File: src/rtl/ball_motion_ctrl_pkg.sv
// Shared definitions for the ball motion controller: state and direction
// encodings, event vector layout and the motion-code helper.
package ball_motion_ctrl_pkg;

   typedef enum logic [1:0] {
      ST_IDLE  = 2'd0,
      ST_SERVE = 2'd1,
      ST_PLAY  = 2'd2,
      ST_PAUSE = 2'd3
   } ball_state_e;

   localparam int H_STOP_DEF = 11;
   localparam int V_STOP_DEF = 10;

   localparam logic DIR_LEFT  = 1'b0;
   localparam logic DIR_RIGHT = 1'b1;
   localparam logic DIR_UP    = 1'b0;
   localparam logic DIR_DOWN  = 1'b1;

   // Bit positions within the latched event vector
   localparam int EV_TOP    = 0;
   localparam int EV_BOTTOM = 1;
   localparam int EV_LEFT   = 2;
   localparam int EV_RIGHT  = 3;
   localparam int EV_PADDLE = 4;
   localparam int EV_W      = 5;

   function automatic logic [3:0] move_code(input logic [3:0] stop,
                                            input logic [3:0] speed,
                                            input logic       dir);
      return dir ? (stop + speed) : (stop - speed);
   endfunction

endpackage

File: src/rtl/ball_event_latch.sv
// Sticky set-on-pulse event flags. ev_now folds in the current-cycle pulse so
// a pulse coincident with frame_start is seen by that boundary.
module ball_event_latch #(
   parameter int W = 5
) (
   input  logic         clk,
   input  logic         ball_reset,
   input  logic         frame_start,
   input  logic         flush,
   input  logic [W-1:0] ev_in,
   output logic [W-1:0] ev_now
);

   logic [W-1:0] pend_q, pend_d;

   always_comb begin
      ev_now = pend_q | ev_in;
      pend_d = (frame_start || flush) ? '0 : ev_now;
   end

   always_ff @(posedge clk or posedge ball_reset) begin
      if (ball_reset) pend_q <= '0;
      else            pend_q <= pend_d;
   end

endmodule

File: src/rtl/ball_motion_ctrl.sv
// Serve/play/pause sequencer producing frame-aligned horizontal and vertical
// motion codes for the slipping-counter ball datapath.
module ball_motion_ctrl
   import ball_motion_ctrl_pkg::*;
#(
   parameter int H_STOP           = H_STOP_DEF,
   parameter int V_STOP           = V_STOP_DEF,
   parameter int INIT_SPEED       = 1,
   parameter int MAX_SPEED        = 4,
   parameter int HITS_PER_SPEEDUP = 4,
   parameter int PAUSE_FRAMES     = 60
) (
   input  logic       clk,
   input  logic       ball_reset,
   input  logic       frame_start,
   input  logic       serve_req,
   input  logic       serve_dir,
   input  logic       hit_top,
   input  logic       hit_bottom,
   input  logic       hit_left,
   input  logic       hit_right,
   input  logic       paddle_hit,
   output logic [3:0] h_move,
   output logic [3:0] v_move,
   output logic       ball_active,
   output logic       point_left,
   output logic       point_right,
   output logic [1:0] state
);

   localparam logic [3:0]  H_STOP4    = 4'(H_STOP);
   localparam logic [3:0]  V_STOP4    = 4'(V_STOP);
   localparam logic [3:0]  INIT_SPD   = 4'(INIT_SPEED);
   localparam logic [3:0]  MAX_SPD    = 4'(MAX_SPEED);
   localparam logic [7:0]  HIT_WRAP   = 8'(HITS_PER_SPEEDUP - 1);
   localparam logic [15:0] PAUSE_LOAD = 16'(PAUSE_FRAMES - 1);

   ball_state_e state_q, state_d;
   logic [3:0]  speed_q, speed_d;
   logic        hdir_q, hdir_d;
   logic        vdir_q, vdir_d;
   logic [7:0]  hit_cnt_q, hit_cnt_d;
   logic [15:0] pause_cnt_q, pause_cnt_d;
   logic [3:0]  h_move_q, h_move_d;
   logic [3:0]  v_move_q, v_move_d;
   logic        ball_active_q, ball_active_d;
   logic        point_left_q, point_left_d;
   logic        point_right_q, point_right_d;
   logic [EV_W-1:0] ev_in, ev_now;

   always_comb begin
      ev_in            = '0;
      ev_in[EV_TOP]    = hit_top;
      ev_in[EV_BOTTOM] = hit_bottom;
      ev_in[EV_LEFT]   = hit_left;
      ev_in[EV_RIGHT]  = hit_right;
      ev_in[EV_PADDLE] = paddle_hit;
   end

   // Events only matter during PLAY; anything seen elsewhere is discarded.
   ball_event_latch #(.W(EV_W)) u_ev_latch (
      .clk         (clk),
      .ball_reset  (ball_reset),
      .frame_start (frame_start),
      .flush       (state_q != ST_PLAY),
      .ev_in       (ev_in),
      .ev_now      (ev_now)
   );

   always_comb begin
      state_d       = state_q;
      speed_d       = speed_q;
      hdir_d        = hdir_q;
      vdir_d        = vdir_q;
      hit_cnt_d     = hit_cnt_q;
      pause_cnt_d   = pause_cnt_q;
      point_left_d  = 1'b0;
      point_right_d = 1'b0;

      case (state_q)
         ST_IDLE: begin
            if (serve_req) begin
               hdir_d    = serve_dir;
               vdir_d    = DIR_DOWN;
               speed_d   = INIT_SPD;
               hit_cnt_d = '0;
               state_d   = ST_SERVE;
            end
         end
         ST_SERVE: begin
            if (frame_start) state_d = ST_PLAY;
         end
         ST_PLAY: begin
            if (frame_start) begin
               if (ev_now[EV_LEFT]) begin
                  point_right_d = 1'b1;
                  pause_cnt_d   = PAUSE_LOAD;
                  state_d       = ST_PAUSE;
               end else if (ev_now[EV_RIGHT]) begin
                  point_left_d = 1'b1;
                  pause_cnt_d  = PAUSE_LOAD;
                  state_d      = ST_PAUSE;
               end else begin
                  if (ev_now[EV_PADDLE]) begin
                     hdir_d = ~hdir_q;
                     if (hit_cnt_q == HIT_WRAP) begin
                        hit_cnt_d = '0;
                        if (speed_q < MAX_SPD) speed_d = speed_q + 4'd1;
                     end else begin
                        hit_cnt_d = hit_cnt_q + 8'd1;
                     end
                  end
                  // Walls set direction outright; both at once cancel out.
                  if (ev_now[EV_TOP] && !ev_now[EV_BOTTOM])      vdir_d = DIR_DOWN;
                  else if (ev_now[EV_BOTTOM] && !ev_now[EV_TOP]) vdir_d = DIR_UP;
               end
            end
         end
         ST_PAUSE: begin
            if (frame_start) begin
               if (pause_cnt_q == '0) state_d = ST_IDLE;
               else                   pause_cnt_d = pause_cnt_q - 16'd1;
            end
         end
         default: state_d = ST_IDLE;
      endcase

      ball_active_d = (state_d == ST_PLAY);
      h_move_d      = ball_active_d ? move_code(H_STOP4, speed_d, hdir_d) : H_STOP4;
      v_move_d      = ball_active_d ? move_code(V_STOP4, speed_d, vdir_d) : V_STOP4;
   end

   always_ff @(posedge clk or posedge ball_reset) begin
      if (ball_reset) begin
         state_q       <= ST_IDLE;
         speed_q       <= '0;
         hdir_q        <= DIR_RIGHT;
         vdir_q        <= DIR_DOWN;
         hit_cnt_q     <= '0;
         pause_cnt_q   <= '0;
         h_move_q      <= H_STOP4;
         v_move_q      <= V_STOP4;
         ball_active_q <= 1'b0;
         point_left_q  <= 1'b0;
         point_right_q <= 1'b0;
      end else begin
         state_q       <= state_d;
         speed_q       <= speed_d;
         hdir_q        <= hdir_d;
         vdir_q        <= vdir_d;
         hit_cnt_q     <= hit_cnt_d;
         pause_cnt_q   <= pause_cnt_d;
         h_move_q      <= h_move_d;
         v_move_q      <= v_move_d;
         ball_active_q <= ball_active_d;
         point_left_q  <= point_left_d;
         point_right_q <= point_right_d;
      end
   end

   assign h_move      = h_move_q;
   assign v_move      = v_move_q;
   assign ball_active = ball_active_q;
   assign point_left  = point_left_q;
   assign point_right = point_right_q;
   assign state       = state_q;

endmodule

File: config.mk
export PLATFORM = sky130hd
export DESIGN_NAME = ball_motion_ctrl
export DESIGN_NICKNAME = d
export VERILOG_FILES = /design/src/rtl/ball_motion_ctrl_pkg.sv /design/src/rtl/ball_event_latch.sv /design/src/rtl/ball_motion_ctrl.sv
export SDC_FILE = /design/constraint.sdc
export NUM_CORES = 1
export LEC_CHECK = 0
export BUFFER_PORTS_ARGS = -buffer_cell sky130_fd_sc_hd__clkbuf_2
export CORE_MARGIN = 2
export CORE_UTILIZATION = 53
export DETAILED_ROUTE_END_ITERATION = 7
export PLACE_DENSITY = 0.72
export SLEW_MARGIN = 20
export SYNTH_ARGS = -nofsm -noshare
export SYNTH_HDL_FRONTEND = slang
export SYNTH_SLANG_ARGS = --single-unit
File: constraint.sdc
create_clock -name clk -period 4.2 [get_ports clk]
set_input_delay 0.21 -clock clk [delete_from_list [all_inputs] [get_ports clk]]
set_output_delay 0.21 -clock clk [all_outputs]
set_load 0.05 [all_outputs]
=== Word level (Yosys, flattened, before mapping) ===
Index checks and enable logic that the tools add are counted.

* Magnitude comparators: 1
* Add/sub/neg operators: 7
* Bitwise operators: 2
* Reduce and logical (&&, ||, !) cells: 11
* Mux-type cells: 54
* Eq/ne operators: 14

{| class="wikitable"
|+ Operators by type and width
! operator !! number
|-
| 16-bit two-way mux || 5
|-
| 8-bit two-way mux || 6
|-
| 4-bit two-way mux || 11
|-
| 16-bit one-hot mux with 2 select lines || 1
|-
| 1-bit two-way mux || 18
|-
| 16-bit zero test || 1
|-
| 2-bit inequality test (second input constant) || 8
|-
| 8-bit one-hot mux with 2 select lines || 1
|-
| 16-bit by 1-bit subtractor with 16-bit output (second input constant) || 1
|-
| 2-bit two-way mux || 7
|-
| 4-bit adder (first input constant) || 2
|-
| 8-bit by 1-bit adder with 8-bit output (second input constant) || 1
|-
| 8-bit by 2-bit equality test with 1-bit output (second input constant) || 1
|-
| 2-bit one-hot mux with 4 select lines || 1
|-
| 4-bit one-hot mux with 2 select lines || 1
|-
| 4-bit subtractor (first input constant) || 2
|-
| 2-bit equality test (second input constant) || 3
|-
| 6-bit AND reduction || 1
|-
| 5-bit two-way mux || 1
|-
| 5-bit OR || 1
|-
| 5-bit AND reduction || 1
|-
| 4-bit by 1-bit adder with 4-bit output (second input constant) || 1
|-
| 4-bit by 3-bit less-than comparator with 1-bit output (second input constant) || 1
|-
| 1-bit one-hot mux with 2 select lines || 2
|-
| 8 further kinds || 11
|}

* Output and inout bits: 13
* Bits in registers: 48
* Input bits: 10
* Word-level logic and storage cells: 101

=== Logic depth before layout (Yosys ltp) ===
Gate-level depths: netlist of run 1.

* Word-level depth: 11
* Mapped depth: 11
* Gate-level depth less buffers: 11

=== Hierarchy ===
From an unflattened synthesis of run 1, not the netlist that was laid out.

* Cell total of the unflattened synthesis: 266
* Area, all modules: 2617.5 um2

{| class="wikitable"
|+ By module, submodules not included
! module !! area each (um2) !! instances !! sequential area each (um2) !! cells an instance
|-
| ball_motion_ctrl || 2419.8 || 1 || 1084.8 || 250
|-
| ball_event_latch || 197.7 || 1 || 125.1 || 16
|}

=== Worst setup path after synthesis of run 1 ===
OpenSTA, ideal clock, no wires.

* Kind: register to register
* From: reg u_ev_latch.pend_q[2]
* To: reg v_move_q[3] (netlist: v_move[3])
* Path slack: 1.269 ns
* Setup time: 0.064 ns
* Arrival: 2.867 ns
* Clock period less this slack: 2.931 ns
* Data required time: 4.136 ns
* Cell stages (with the launch flop): 12
* Path buffers: 1
* Path through: dfrtp_1 > or4_1 > buf_2 > or3_4 > nor4_4 > nor2_1 > a21oi_1 > inv_1 > ha_1 > and2_1 > or3_1 > nand3_1

* Cells in the longest elaborated chain, start to end: 7
* Elaborated cells on any way between the ends: 15
* Those cells by class: add/sub: 2; eq/ne: 1; mux: 11; bitwise: 1

{| class="wikitable"
|+ Ends and longest elaborated chain
! what !! line !! source
|-
| start: declaration || ball_event_latch.sv:14 || <nowiki>logic [W-1:0] pend_q, pend_d;</nowiki>
|-
| start signal: assignment || ball_event_latch.sv:23 || <nowiki>else pend_q <= pend_d;</nowiki>
|-
| 5-bit OR (*) || ball_event_latch.sv:17 || <nowiki>ev_now = pend_q | ev_in;</nowiki>
|-
| 4-bit two-way mux (*) || ball_motion_ctrl.sv:95 || <nowiki>if (ev_now[EV_LEFT]) begin</nowiki>
|-
| 4-bit two-way mux (*) || ball_motion_ctrl.sv:94 || <nowiki>if (frame_start) begin</nowiki>
|-
| 4-bit one-hot mux with 2 select lines (*) || ball_motion_ctrl.sv:80 || <nowiki>case (state_q)</nowiki>
|-
| net speed_d[1] || ball_motion_ctrl.sv:39 || <nowiki>logic [3:0] speed_q, speed_d;</nowiki>
|-
| 4-bit subtractor or 4-bit adder (tied branches) || ball_motion_ctrl_pkg.sv:31 || <nowiki>return dir ? (stop + speed) : (stop - speed);</nowiki>
|-
| 4-bit two-way mux (*) || ball_motion_ctrl_pkg.sv:31 ||
|-
| 4-bit two-way mux (*) || ball_motion_ctrl.sv:130 || <nowiki>v_move_d = ball_active_d ? move_code(V_STOP4, speed_d, vdir_d) : V_STOP4;</nowiki>
|-
| net v_move_d[3] || ball_motion_ctrl.sv:45 || <nowiki>logic [3:0] v_move_q, v_move_d;</nowiki>
|-
| end signal: assignment || ball_motion_ctrl.sv:154 || <nowiki>v_move_q <= v_move_d;</nowiki>
|-
| end: declaration || ball_motion_ctrl.sv:45 ||
|}

Mark *: on every way through the listed nets, which the timed path passes. The rest lies on a longest branch.
A chain may end at the register's enable or synchronous reset.

=== Final worst setup path of run 1 ===
Ends and elaborated chain as after synthesis.

==> flow_metrics.tcl, run 1 <==
set metrics [dict create \
    h-tree-depth 2 \
    status "completed" \
    drt-total-wl_um 4590 \
    syn_nets 272 \
    cap_violations 0 \
    ys_dominant_reg_cell "dfrtp_1" \
    ant_nets 0 \
    cts_tree "done" \
    fill_cells 367 \
    max_stage_delay_ps 640 \
    antenna_found_initial 0 \
    rows 24 \
    port_buffers 22 \
    cts.clk_slew.worst_paths_ps 90 \
    worstReg2RegEnd "v_move[3]$_DFF_PP1_" \
    synth_edf_count 0 \
    die_h_um 72.2 \
    cts_root_buffer "clkbuf_8" \
    drc 0 \
    hold_class "in -> async" \
    clock_skew_ps 5.68 \
    final_nets 296 \
    synthCells 253 \
    first_pass_iters 4 \
    setup_viol 0 \
    setup_tns_ps 0 \
    ff2ff_path_depth 10 \
    clock_tree.buffer_depth 2 \
    critical_path_arrival_ps 3470 \
    diodes 0 \
    peakVddDrop_uv 263 \
    routedWlPerCell_um 13.9 \
    gp_congestion 0.817 \
    drive_above_1_share 0.173 \
    slew_headroom 0.374 \
    finalMaxSlewViolations 0 \
    start_util 0.558 \
    cp.required_ps 4430 \
    insertion_delay_ps 290 \
    syn_area_per_cell_sq_um 9.73 \
    syn_area_sq_um 2460 \
    ys_warn_count 0 \
    cts_hold_buf 0 \
    dieArea_sq_um 5210 \
    synth_top_area_cell "dfrtp_1" \
    multi_input_area_sq_um 1180 \
    drtIter0Drc 143 \
    io_pins 23 \
    synth_seq_cells 48 \
    cts_buffers 5 \
    die_w_um 72.2 \
    final-seq-area_sq_um 1210 \
    crit_path_end_kind "flop" \
    dp_hpwl_um 3290 \
    async_flop_share 1.00 \
    cts_setup_buffers 0 \
    clock-sinks 48 \
    r2r_slack_ps 970 \
    period_share 0.770 \
    seq_area_frac_synth 0.491 \
    grt_pass1_wl_um 8010 \
    rsz0062_at_grt "false" \
    critical_path_class "reg -> reg" \
    start_kind "flop" \
    path_cells "or4_1, or3_4, nor4_4, nor2_1, a21oi_1, inv_1, ha_1, and2_1, or3_1, nand3_1" \
    r2r-start "u_ev_latch.pend_q[2]$_DFF_PP0_" \
    power_density_nw_per_um2 451 \
    coreArea_sq_um 4410 \
    hold_violations 0 \
    grt_max_degree 49 \
    ys_types 47 \
    fmax_ghz 0.309 \
    leakage_nw 1.23 \
    cts_resized 0 \
    worst_pin_slew_ps 938 \
    track_usage 0.196 \
    synth_area_leaders "dfrtp_1, dfstp_2, nor2_1, ha_1, o21ai_0" \
    grt_overflow_total 0 \
    cp_slowest_cell "or4_1" \
    dr_total_vias 1865 \
    area_growth_pct 9.76 \
    avgViaCountPerCell 5.65 \
    fin_crit_ps 3230 \
    synth_top_area_frac 0.417 \
    path_max_fanout 7 \
    finalPower_w 0.00122 \
    grt_pass1_vias 1736 \
]
[state kept, by name (all words and copies together) (netlist names)]
signal,flops
pause_cnt_q,16
point_left,1
ball_active,1
vdir_q,1
speed_q,4
hdir_q,1
state,2
h_move,4
point_right,1
u_ev_latch.pend_q,5
v_move,4
hit_cnt_q,8
[layout make-up]
class,count,share of cell area
Clock buffer,7,0.0282
Tap cell,52,0.0241
Timing Repair Buffer,23,0.0435
Clock inverter,1,0.00185
Multi-Input combinational cell,187,0.438
Inverter,12,0.0167
Sequential cell,48,0.448
[kinds of logic (layout without fill, tap and decap cells)]
family / Yosys count / in the layout / synth area share
AOI/OAI and AO/OA: 44 / 44 / 0.125
buffers and inverters: 18 / 43 / 0.0279
muxes: 3 / 3 / 0.0122
adders and majority gates: 9 / 9 / 0.0457
xor gates and xnor gates: 11 / 11 / 0.0391
and+or+nand+nor: 120 / 120 / 0.259
DFF: 48 / 48 / 0.491
[how the worst max path moves through the flow]
stage | slack, ps | to | startpoint | cells after the start
5_1_grt | 750 | v_move[3]$_DFF_PP1_ | u_ev_latch.pend_q[2]$_DFF_PP0_ | 10
2_1_floorplan | 1270 | v_move[3]$_DFF_PP1_ | u_ev_latch.pend_q[2]$_DFF_PP0_ | 11
6_report | 970 | v_move[3]$_DFF_PP1_ | u_ev_latch.pend_q[2]$_DFF_PP0_ | 10
3_5_place_dp | 990 | v_move[3]$_DFF_PP1_ | u_ev_latch.pend_q[2]$_DFF_PP0_ | 10
3_3_place_gp | 1100 | v_move[3]$_DFF_PP1_ | u_ev_latch.pend_q[2]$_DFF_PP0_ | 10
4_1_cts | 970 | v_move[3]$_DFF_PP1_ | u_ev_latch.pend_q[2]$_DFF_PP0_ | 10
[layer usage]
layer | global-route usage | up-vias | routed length (um)
met2 | 0.283 | 44 | 1960
met3 | 0.0306 | 4 | 172
met4 | 0.0692 | 0 | 59
met5 | 0 | - | 0
li1 | - | 936 | -
met1 | 0.300 | 881 | 2400
[where the power goes]
group	leakage, nW	switching, W	internal (W)
clock	0.0422	0.000143	0.000117
sequential	0.605	0.0000978	0.000561
combinational	0.588	0.000172	0.000127
[worst max-delay path: cells and delay by family (launching register included)]
family	cells	cell delay (ps)
simple gates	7	1970
flops	1	420
compound gates	1	380
fa+ha+maj	1	230
buf+inv	1	180
[cell usage in the layout (no fill, tap or decap), types with 2 or more instances in the layout]
cell type,Yosys,layout
or4_1,4,4
nor3_1,8,8
ha_1,9,9
mux2i_1,3,3
a31oi_1,2,2
nand4b_1,2,2
nor4_1,5,5
xor2_1,7,7
o21ai_0,16,16
or3b_2,3,3
nor2b_1,3,3
inv_1,12,11
clkbuf_8,0,5
a21oi_1,9,9
clkbuf_2,0,22
nand3_1,8,8
nor2_1,40,40
o31ai_1,2,2
dfrtp_1,41,41
or3_1,7,7
dfstp_2,7,7
nand2b_1,4,4
and2_1,4,4
a211o_1,3,3
clkbuf_1,5,2
and3_1,3,3
nand2_1,20,20
a211oi_1,2,2
xnor2_1,4,4
[cells in the mapped netlist (2+ instances only)]
cell type	n
a31oi_1	2
a211o_1	3
nand3_1	8
nor2b_1	3
or3_1	7
nor4_1	5
nand2b_1	4
and3_1	3
nor2_1	40
ha_1	9
xnor2_1	4
mux2i_1	3
clkbuf_1	5
a21oi_1	9
or4_1	4
inv_1	12
and2_1	4
or3b_2	3
o21ai_0	16
nor3_1	8
dfstp_2	7
dfrtp_1	41
nand4b_1	2
a211oi_1	2
o31ai_1	2
nand2_1	20
xor2_1	7
[stage by stage]
| step | setup slack, ps | cells | hold slack [ps] | cell area (sq um) | utilization |
|---|---|---|---|---|---|
| finish | 966 | 330 | 104 | 2700 | 0.612 |
| global route | 750 | 330 | 117 | 2700 | 0.612 |
| global placement | 1100 | 322 | 433 | 2620 | 0.594 |
| detailed placement | 994 | 322 | 420 | 2620 | 0.594 |
| CTS | 974 | 330 | 108 | 2700 | 0.612 |
| floorplan | 1270 | 253 | 283 | 2460 | - |
No activity file was read; power rests on OpenSTA's default activity.
==> run 2, diff against run 1 <==
Settings changed: ABC_AREA set to 1, PLACE_DENSITY 0.72 to 0.75.
Clock period 4.2 ns to 2.66 ns, I/O delays scaled along.
==> flow_metrics.tcl, run 2 <==
set metrics [dict create \
    status "finished with violations" \
    violations "hold timing" \
    cap_violations 0 \
    setup_tns_ps 0 \
    antenna_found_initial 0 \
    grt_pass1_wl_um 9120 \
    clock_tree.buffer_depth 2 \
    leakage_nw 1.43 \
    first_pass_iters 5 \
    grt_max_degree 49 \
    grt_overflow_total 0 \
    synth_xor_area_frac 0.0230 \
    h-tree-depth 2 \
    avgViaCountPerCell 5.16 \
    io_pins 23 \
    clock_skew_ps 7.20 \
    synth_area_leaders "dfrtp_1, nand2_1, nor2_1, dfstp_2, inv_1" \
    path_max_fanout 4 \
    clock-sinks 48 \
    drive_above_1_share 0.189 \
    diodes 0 \
    syn_area_sq_um 2660 \
    routedWlPerCell_um 12.4 \
    die_w_um 74.9 \
    hold_violations 41 \
    ys_types 37 \
    synth_edf_count 0 \
    setup_viol 0 \
    rsz0062_at_grt "false" \
    place_area_sq_um 2830 \
    syn_area_per_cell_sq_um 8.04 \
    yosys.area_share.adder 0.0423 \
    peakVddDrop_uv 664 \
    final_common_cell "nand2_1" \
    largest_register_ffs 16 \
    synth_seq_cells 48 \
    period_share 0.788 \
    track_usage 0.211 \
    gp_congestion 0.803 \
    synth_top_area_cell "dfrtp_1" \
    final_nets 377 \
    cts_buffers 5 \
    synth_top_area_frac 0.386 \
    critical_path_arrival_ps 2290 \
    cts_root_buffer "clkbuf_8" \
    r2r-start "hit_cnt_q[1]$_DFFE_PP0P_" \
    finalMaxSlewViolations 0 \
    worst_pin_slew_ps 817 \
    async_flop_share 1.00 \
    seq_area_frac_synth 0.455 \
    synth_mux_area_frac 0 \
    start_kind "flop" \
    hold_class "in -> async" \
    die_h_um 74.9 \
    dp_hpwl_um 3910 \
    dieArea_sq_um 5600 \
    crit_path_end_kind "flop" \
    ys_warn_count 0 \
    whs_ps -48.7 \
    synth_compound_area_frac 0.0926 \
    drt-total-wl_um 5300 \
    coreArea_sq_um 4790 \
    grt_pass1_vias 2126 \
    crit_path_start "hit_cnt_q[1]$_DFFE_PP0P_" \
    yosysMostFrequentCell "nand2_1" \
    reg_top3 "pause_cnt_q x16, hit_cnt_q x8, u_ev_latch.pend_q x5" \
    drtIter0Drc 138 \
    finalPower_w 0.00278 \
    power_density_nw_per_um2 950 \
    cp.required_ps 2850 \
    area_growth_pct 9.97 \
    worstReg2RegEnd "h_move[2]$_DFF_PP0_" \
    slew_headroom 0.454 \
    cts.clk_slew.worst_paths_ps 90 \
    fill_cells 448 \
    drc 0 \
    mostFrequentLayoutCells "nand2_1, nor2_1, dfrtp_1" \
    synthCells 331 \
    crit_end "h_move[2]$_DFF_PP0_" \
    synth_top_family_by_area "simple AND/OR/NAND/NOR gates" \
    insertion_delay_ps 300 \
    synth_commonest_cells "nand2_1, nor2_1, dfrtp_1, inv_1, nand3_1" \
    r2r_slack_ps 560 \
    max_flop_register "pause_cnt_q" \
    fmax_ghz 0.477 \
    critical_path_class "reg -> reg" \
    fin_crit_ps 2100 \
    dr_total_vias 2197 \
    rows 25 \
    port_buffers 22 \
    synth_simple_gate_area_frac 0.311 \
    ant_nets 0 \
    syn_nets 350 \
    ff2ff_path_depth 12 \
    ys_dominant_reg_cell "dfrtp_1" \
    design_area_sq_um 2930 \
    cts_tree "done" \
    start_util 0.556 \
]
==> run 2: changes by cell type in the layout (fill, tap and decap cells not counted), sizes merged, moves of 5 or more <==
cell	delta
or3	-8
nand4	+10
nand3	+14
nor2	+20
inv	+33
o21ai	+7
nand2	+49
nor4	-5
==> run 2: repair_timing <==
| item | CTS | global route |
|---|---|---|
| hold endpoints to repair | 1 | 0 |
| buffers inserted | 0 | 0 |
| gates resized for setup | 0 | 0 |
| hold buffers | 1 | 0 |
==> run 2: how the worst min path moves through the flow <==
stage               startpoint                          to  slack (ps)
floorplan             hit_left        point_left$_DFF_PP0_         210
global placement      hit_left        point_left$_DFF_PP0_         320
detailed placement    hit_left        point_left$_DFF_PP0_         320
CTS                 ball_reset        point_left$_DFF_PP0_          90
global route        ball_reset        point_left$_DFF_PP0_          20
finish              ball_reset  pause_cnt_q[7]$_DFFE_PP0P_         -50
==> run 2: stage by stage <==
step / utilization / cells / setup WS (ps) / hold slack, ps
2_1_floorplan: - / 331 / 589 / 206
3_3_place_gp: 0.590 / 417 / 694 / 318
6_report: 0.612 / 426 / 564 / -48.7
3_5_place_dp: 0.590 / 417 / 614 / 323
5_1_grt: 0.612 / 426 / 311 / 24.6
4_1_cts: 0.611 / 426 / 578 / 90.7
==> run 2: layout make-up <==
type | instances | area [sq um] | area share
flip-flops and latches | 48 | 1210 | 0.413
well taps | 67 | 83.8 | 0.0286
multi-input cells | 234 | 1250 | 0.427
inverters | 46 | 174 | 0.0594
repair buffers | 23 | 120 | 0.0410
clock buffers | 8 | 90.1 | 0.0308
==> run 2: critical path, cell delays in order, from the launching register on <==
cell and delay [ps]:
dfrtp_1 400, ha_1 200, nand3_1 80, nor2_1 260, nand3_1 180, nand2_1 90, nand2_1 70, nand2_2 90
inv_1 80, ha_1 190, nor2_1 120, xor2_1 160, nor2_1 50
==> run 2: cell families (layout without fill, tap and decap cells) <==
kind of cell	after synthesis	in the layout
XOR/XNOR	7	7
AO/OA/AOI/OAI	42	42
adder cells (fa/ha/maj)	9	9
AND/OR/NAND/NOR	176	176
flip-flops	48	48
buffers and inverters	49	77
==> run 2: metal layers <==
| layer | track usage | vias to the layer above | wire length (um) |
|---|---|---|---|
| li1 | - | 1122 | - |
| met1 | 0.296 | 1025 | 2650 |
| met2 | 0.326 | 41 | 2390 |
| met3 | 0.0428 | 9 | 151 |
| met4 | 0.0794 | 0 | 104 |
| met5 | 0 | - | 0 |
==> run 2: power breakdown <==
group          internal [W]  switching [W]
Combinational      0.000367       0.000816
Sequential         0.000969       0.000186
Clock              0.000212       0.000231
